### config.mk
export PLATFORM = sky130hd
export DESIGN_NAME = taxi_apb_reg_bank
export DESIGN_NICKNAME = d
export VERILOG_FILES = /design/src/rtl/taxi_apb_pkg.sv /design/src/rtl/taxi_apb_reg_bank_decode.sv /design/src/rtl/taxi_apb_reg_bank.sv
export SDC_FILE = /design/constraint.sdc
export NUM_CORES = 1
export LEC_CHECK = 0
export CAP_MARGIN = 40
export CORE_ASPECT_RATIO = 0.7
export CORE_MARGIN = 3
export CORE_UTILIZATION = 25
export CTS_BUF_LIST = sky130_fd_sc_hd__clkbuf_4
export DETAILED_ROUTE_END_ITERATION = 6
export GPL_TIMING_DRIVEN = 1
export SETUP_SLACK_MARGIN = 0.15
export SKIP_CTS_REPAIR_TIMING = 1
export SLEW_MARGIN = 20
export SYNTH_ARGS = -nofsm -noshare
export SYNTH_HDL_FRONTEND = slang
export SYNTH_SLANG_ARGS = --single-unit
export TNS_END_PERCENT = 10
### constraint.sdc
create_clock -name clk -period 3.55 [get_ports clk]
set_input_delay 0.71 -clock clk [delete_from_list [all_inputs] [get_ports clk]]
set_output_delay 0.71 -clock clk [all_outputs]
set_load 0.01 [all_outputs]
### src/rtl/taxi_apb_pkg.sv
// Shared APB completer definitions: FSM state and error encodings, plus the
// helper that turns a data width into the byte-address to word-index shift.
package taxi_apb_pkg;

    typedef enum logic [1:0] {
        APB_ST_IDLE = 2'd0,
        APB_ST_WAIT = 2'd1,
        APB_ST_DONE = 2'd2
    } apb_state_t;

    typedef enum logic [1:0] {
        APB_ERR_OK       = 2'd0,
        APB_ERR_DECODE   = 2'd1,
        APB_ERR_RO_WRITE = 2'd2
    } apb_err_t;

    function automatic int apb_word_shift(input int data_w);
        return $clog2(data_w / 8);
    endfunction

endpackage

### src/rtl/taxi_apb_reg_bank_decode.sv
// Word-index decoder for an RW block followed by an RO block; reports hits,
// the error class and the index relative to the block that was hit.
module taxi_apb_reg_bank_decode
    import taxi_apb_pkg::*;
#(
    parameter int RW_COUNT = 8,
    parameter int RO_COUNT = 8,
    parameter int IDX_W    = 14
) (
    input  logic [IDX_W-1:0] idx,
    input  logic             write,
    output logic             rw_hit,
    output logic             ro_hit,
    output apb_err_t         err,
    output logic [IDX_W-1:0] sel
);

    // One extra bit keeps the range compares safe when IDX_W is 32.
    logic [32:0] idx_ext_s;

    // Classify the index against the RW and RO windows
    always_comb begin
        idx_ext_s = 33'(idx);
        rw_hit    = 1'b0;
        ro_hit    = 1'b0;
        err       = APB_ERR_OK;
        sel       = idx;
        if (idx_ext_s < 33'(RW_COUNT)) begin
            rw_hit = 1'b1;
        end else if (idx_ext_s < 33'(RW_COUNT + RO_COUNT)) begin
            ro_hit = 1'b1;
            sel    = idx - IDX_W'(RW_COUNT);
            err    = write ? APB_ERR_RO_WRITE : APB_ERR_OK;
        end else begin
            err = APB_ERR_DECODE;
        end
    end

endmodule

### src/rtl/taxi_apb_reg_bank.sv
// APB completer with RW control and RO status registers and a fixed number of
// wait states; pready, pslverr and prdata all come straight from flops.
module taxi_apb_reg_bank
    import taxi_apb_pkg::*;
#(
    parameter int               RW_COUNT    = 8,
    parameter int               RO_COUNT    = 8,
    parameter int               WAIT_STATES = 0,
    parameter int               DATA_W      = 32,
    parameter int               ADDR_W      = 16,
    parameter int               STRB_W      = DATA_W / 8,
    parameter logic [DATA_W-1:0] RST_VAL    = '0
) (
    input  logic                         clk,
    input  logic                         rst,
    input  logic                         s_apb_psel,
    input  logic                         s_apb_penable,
    input  logic                         s_apb_pwrite,
    input  logic [ADDR_W-1:0]            s_apb_paddr,
    input  logic [DATA_W-1:0]            s_apb_pwdata,
    input  logic [STRB_W-1:0]            s_apb_pstrb,
    output logic                         s_apb_pready,
    output logic [DATA_W-1:0]            s_apb_prdata,
    output logic                         s_apb_pslverr,
    output logic [RW_COUNT*DATA_W-1:0]   reg_out,
    output logic [RW_COUNT-1:0]          reg_wr_stb,
    input  logic [RO_COUNT*DATA_W-1:0]   reg_in
);

    localparam int SHIFT = apb_word_shift(DATA_W);
    localparam int IDX_W = ADDR_W - SHIFT;

    apb_state_t        state_q, state_d;
    logic [3:0]        cnt_q, cnt_d;
    logic [IDX_W-1:0]  idx_q, idx_d;
    logic              write_q, write_d;
    logic              pready_q, pready_d;
    logic              pslverr_q, pslverr_d;
    logic [DATA_W-1:0] prdata_q, prdata_d;
    logic [DATA_W-1:0] reg_q [RW_COUNT];
    logic [DATA_W-1:0] reg_d [RW_COUNT];
    logic [RW_COUNT-1:0] wr_stb_q, wr_stb_d;

    logic [IDX_W-1:0]  paddr_idx_s;
    logic [IDX_W-1:0]  dec_idx_s;
    logic              dec_write_s;
    logic              rw_hit_s;
    logic              ro_hit_s;
    apb_err_t          err_s;
    logic [IDX_W-1:0]  dec_sel_s;
    logic [DATA_W-1:0] rdata_s;
    logic              addr_unused_s;

    assign paddr_idx_s   = s_apb_paddr[ADDR_W-1:SHIFT];
    assign addr_unused_s = ^s_apb_paddr;

    // In IDLE the live setup address is decoded so a zero-wait transfer can
    // enter DONE directly; afterwards the latched transfer is decoded.
    always_comb begin
        dec_idx_s   = (state_q == APB_ST_IDLE) ? paddr_idx_s  : idx_q;
        dec_write_s = (state_q == APB_ST_IDLE) ? s_apb_pwrite : write_q;
    end

    taxi_apb_reg_bank_decode #(
        .RW_COUNT (RW_COUNT),
        .RO_COUNT (RO_COUNT),
        .IDX_W    (IDX_W)
    ) u_decode (
        .idx    (dec_idx_s),
        .write  (dec_write_s),
        .rw_hit (rw_hit_s),
        .ro_hit (ro_hit_s),
        .err    (err_s),
        .sel    (dec_sel_s)
    );

    // Read mux over both register blocks
    always_comb begin
        rdata_s = '0;
        for (int i = 0; i < RW_COUNT; i++) begin
            rdata_s = (rw_hit_s && dec_sel_s == IDX_W'(i)) ? reg_q[i] : rdata_s;
        end
        for (int i = 0; i < RO_COUNT; i++) begin
            rdata_s = (ro_hit_s && dec_sel_s == IDX_W'(i)) ? reg_in[i*DATA_W +: DATA_W] : rdata_s;
        end
    end

    // Transfer FSM, byte-lane write commit and registered bus responses
    always_comb begin
        state_d  = state_q;
        cnt_d    = cnt_q;
        idx_d    = idx_q;
        write_d  = write_q;
        reg_d    = reg_q;
        wr_stb_d = '0;
        case (state_q)
            APB_ST_IDLE: begin
                if (s_apb_psel && !s_apb_penable) begin
                    idx_d   = paddr_idx_s;
                    write_d = s_apb_pwrite;
                    cnt_d   = 4'(WAIT_STATES);
                    state_d = (WAIT_STATES == 0) ? APB_ST_DONE : APB_ST_WAIT;
                end else begin
                    state_d = APB_ST_IDLE;
                end
            end
            APB_ST_WAIT: begin
                if (!s_apb_psel) begin
                    state_d = APB_ST_IDLE;
                end else begin
                    cnt_d   = cnt_q - 4'd1;
                    state_d = (cnt_q == 4'd1) ? APB_ST_DONE : APB_ST_WAIT;
                end
            end
            APB_ST_DONE: begin
                state_d = APB_ST_IDLE;
                if (write_q && err_s == APB_ERR_OK) begin
                    for (int i = 0; i < RW_COUNT; i++) begin
                        wr_stb_d[i] = (dec_sel_s == IDX_W'(i));
                        for (int b = 0; b < STRB_W; b++) begin
                            reg_d[i][b*8 +: 8] = (wr_stb_d[i] && s_apb_pstrb[b]) ?
                                s_apb_pwdata[b*8 +: 8] : reg_q[i][b*8 +: 8];
                        end
                    end
                end else begin
                    wr_stb_d = '0;
                end
            end
            default: begin
                state_d = APB_ST_IDLE;
            end
        endcase

        pready_d  = (state_d == APB_ST_DONE);
        pslverr_d = pready_d && (err_s != APB_ERR_OK);
        prdata_d  = (pready_d && err_s == APB_ERR_OK && !dec_write_s) ? rdata_s : '0;
    end

    // State and output registers with synchronous reset
    always_ff @(posedge clk) begin
        if (rst) begin
            state_q   <= APB_ST_IDLE;
            cnt_q     <= 4'd0;
            idx_q     <= '0;
            write_q   <= 1'b0;
            pready_q  <= 1'b0;
            pslverr_q <= 1'b0;
            prdata_q  <= '0;
            wr_stb_q  <= '0;
            for (int i = 0; i < RW_COUNT; i++) begin
                reg_q[i] <= RST_VAL;
            end
        end else begin
            state_q   <= state_d;
            cnt_q     <= cnt_d;
            idx_q     <= idx_d;
            write_q   <= write_d;
            pready_q  <= pready_d;
            pslverr_q <= pslverr_d;
            prdata_q  <= prdata_d;
            wr_stb_q  <= wr_stb_d;
            for (int i = 0; i < RW_COUNT; i++) begin
                reg_q[i] <= reg_d[i];
            end
        end
    end

    assign s_apb_pready  = pready_q;
    assign s_apb_pslverr = pslverr_q;
    assign s_apb_prdata  = prdata_q;
    assign reg_wr_stb    = wr_stb_q;

    for (genvar g = 0; g < RW_COUNT; g++) begin : g_reg_out
        assign reg_out[g*DATA_W +: DATA_W] = reg_q[g];
    end

endmodule
==> flow_summary_export.csv <==
group,metric,value,unit
drt,drc,8,
sta,drv_slew,0,
power_and_ir_drop,switching_power,2.20,mW
cells_and_area,nNetsFinal,3160,
yosys,dominantRegCellSynth,"dfxtp_1",
cells_and_area,mostFrequentLayoutCells,"clkdlybuf4s50_1, nand2_1, a21oi_1, dfxtp_1, buf_4",
yosys,avgSynthCellArea,7.51,um^2
placed_design,placed_area,24300,um^2
sta,fin_ws,0.262,ns
clock_network,h-tree-depth,3,
yosys,ys_warn_count,0,
placed_design,dp_slack,-0.286,ns
sta,tightestPinTransition,0.704,ns
sta,setup_viol,0,
yosys,ys_ff_latch,319,
critical_path,cp_max_fo,10,
drt,first_pass_iters,7,
cells_and_area,final_common_cell,"clkdlybuf4s50_1",
yosys,synthArstFlopShare,0,%
global_routing,grt_pass1_vias,19300,
die,core,60300,um^2
global_routing,grt-ovfl-total,0,
sta,post-route-period-util,92.6,%
critical_path,start_kind,"flop",
sta,period_minus_slack,3.29,ns
critical_path,crit_required,4.29,ns
critical_path,worst_setup_path_end_kind,"flop",
clock_network,cts_tree,"done",
power_and_ir_drop,swShare,27.9,%
yosys,synth_fp_nets,2359,
worst_hold_path,hold_path_class,"input pin to flop",
yosys,synth.top_cell.area_share,41.6,%
sta,rsz0062_at_grt,"true",
power_and_ir_drop,pwr-share-comb,12.0,%
yosys,yosysSeqAreaShare,41.6,%
critical_path,arrival,4.03,ns
power_and_ir_drop,internal-power,5.69,mW
sta,finalHoldViolCount,0,
die,ioPinCount,611,
power_and_ir_drop,power-per-cell-area,310,nW/um^2
sta,clock_skew,0.0564,ns
critical_path,criticalPathCategory,"flop to flop",
placed_design,io_buffers,608,
power_and_ir_drop,finalPower,7.88,mW
die,fp.dieH,213,um
global_routing,grt_use_total,29.0,%
clock_network,root_buffer,"clkbuf_4",
placed_design,hpwl,79100,um
global_routing,grt_max_degree,239,
yosys,synthesis.area,15400,um^2
drt,vias,20300,
sta,fmax,304,MHz
clock_network,numCtsBuffers,89,
critical_path,critPathSlowestCell,"a222oi_1",
power_and_ir_drop,pwr-share-clk,42.4,%
worst_hold_path,holdPathStages,3,
die,fp-row-count,75,
yosys,synth-edff-count,0,
clock_network,clock_latency,0.85,ns
clock_network,clkSinkCount,319,
critical_path,slowest_delay,0.40,ns
yosys,synth_area_leaders,"dfxtp_1, a21oi_1, nand2_1, o21ai_0, nand3_1",
drt,drt_iter0_markers,2355,
outcome,violations,"DRC",
die,die_width,302,um
power_and_ir_drop,vdd_drop_max,0.000197,V
critical_path,rr_worst_depth,14,
cells_and_area,area_growth,65.5,%
global_routing,antenna_found_initial,12,
outcome,status,"finished with violations",
yosys,netlist_instances,2043,
yosys,synth_top_area_cell,"dfxtp_1",
die,start_util,25.4,%
placed_design,routabilityCongestion,0.972,
global_routing,grt_pass1_wl,135000,um
yosys,yosys.cell_types.count,68,
run,drv_cap,0,
drt,postRouteAntennaNets,0,
clock_network,clk_path_buf_depth,3,
cells_and_area,stdcell_area,25400,um^2
power_and_ir_drop,seqPwrFrac,45.6,%
clock_network,clk_pin_slew_worst_paths,0.07,ns
drt,totalWireLength,99300,um
critical_path,worstPathCellList,"nor2_2 -> mux2_4 -> inv_1 -> ha_1 -> nand2b_1 -> a32oi_4 -> buf_4 -> nand2_1 -> nor2_2 -> buf_12 -> buf_4 -> a222oi_1 -> a31oi_1 -> a21o_1",
power_and_ir_drop,p_leak,8.65,nW
drt,via_per_inst,5.47,
die,dieArea,64500,um^2
cells_and_area,drive_gt1_share,15.6,%
sta,timing.slew.headroom,52.6,%
drt,avgRoutedWirePerCell,26.7,um
## registers in the layout (all words and copies together), names as in the netlist
name           cells
idx_q             14
write_q            1
s_apb_pready       1
cnt_q              4
s_apb_pslverr      1
reg_wr_stb         8
s_apb_prdata      32
reg_out          256
state_q            2
## worst max-delay path, delay by kind of cell, from the launching register on
| family | cells | cell delay (ns) |
|---|---|---|
| adders and majority gates | 1 | 0.25 |
| and+or+nand+nor | 4 | 0.73 |
| DFF | 1 | 0.32 |
| muxes | 1 | 0.34 |
| AOI/OAI and AO/OA | 4 | 0.93 |
| buffers and inverters | 4 | 0.62 |
## power groups by stage
stage	Sequential (mW)	Combinational, mW	Clock [mW]
final	3.59	0.948	3.34
after CTS	3.59	0.928	3.42
after global routing	3.59	0.986	3.61
after floorplan	3.67	0.277	0
after detailed placement	3.68	0.924	0
after global placement	3.67	0.923	0
## worst paths after layout
path,from,to,slack [ns]
worst min register to register,idx_q[6],idx_q[6],0.46
worst max register to register,state_q[0],s_apb_prdata[3],0.26
worst min-delay path,rst,state_q[1],0.24
worst max-delay path,state_q[0],s_apb_prdata[3],0.26
## per-layer routing
layer  wire length, um  part of all wire [%]  global-route usage (%)  up-vias
met5                 0                     0                   0.938        -
li1                  -                     -                       -     9137
met1             39800                    40                    38.1     9802
met2             43800                    44                    44.2     1234
met4              2780                   2.8                    8.73        0
met3             12800                    13                    10.8      158
## metrics by stage
step | TNS (ns) | utilization (%) | cells | hold slack, ns
6_report | 0 | 42.1 | 3720 | 0.240
3_5_place_dp | -6.53 | 40.3 | 3560 | 0.450
2_1_floorplan | 0 | - | 2043 | 0.436
4_1_cts | 0 | 42.0 | 3709 | 0.148
5_1_grt | 0 | 42.1 | 3716 | 0.156
3_3_place_gp | -5.34 | 40.3 | 3560 | 0.445
## cell type report
cell class / instances / area (um^2)
fill: 6095 / 34900
timing repair buffer: 898 / 8720
tap: 808 / 1010
sequential: 319 / 6390
multi-input combinational: 1533 / 8200
antenna: 10 / 25.0
inverter: 3 / 11.3
clock inverter: 23 / 96.3
clock buffer: 126 / 946
## kinds of logic (layout without fill, tap and decap cells)
kind of cell / Yosys count / count (layout) / share of synthesized area [%]
AND/OR/NAND/NOR: 662 / 662 / 18.3
XOR/XNOR: 2 / 2 / 0.114
other: 0 / 10 / 0
AO/OA/AOI/OAI: 851 / 851 / 33.5
multiplexers: 15 / 15 / 1.03
flip-flops: 319 / 319 / 41.6
buffers and inverters: 191 / 1050 / 5.22
adder cells (fa/ha/maj): 3 / 3 / 0.245
## Yosys cell counts (3+ instances only)
master	n
and3_1	3
and2_1	8
nor3_1	10
ha_1	3
inv_1	3
a221oi_1	46
o2111ai_1	7
mux2i_1	12
a221o_1	22
nand2b_1	5
a22oi_1	15
nand2_1	413
a2bb2oi_1	4
o22ai_1	23
a21oi_1	368
a21o_1	12
o211ai_1	10
nor4_1	7
o221a_2	5
o21a_1	17
a32oi_1	3
a211oi_1	17
o21ai_0	221
clkbuf_2	32
a211o_1	3
a222oi_1	23
o221ai_1	27
dfxtp_1	319
nor2_1	84
clkbuf_1	123
a31oi_1	15
buf_2	29
nand3_1	106
Power figures use the tool's default switching activity.
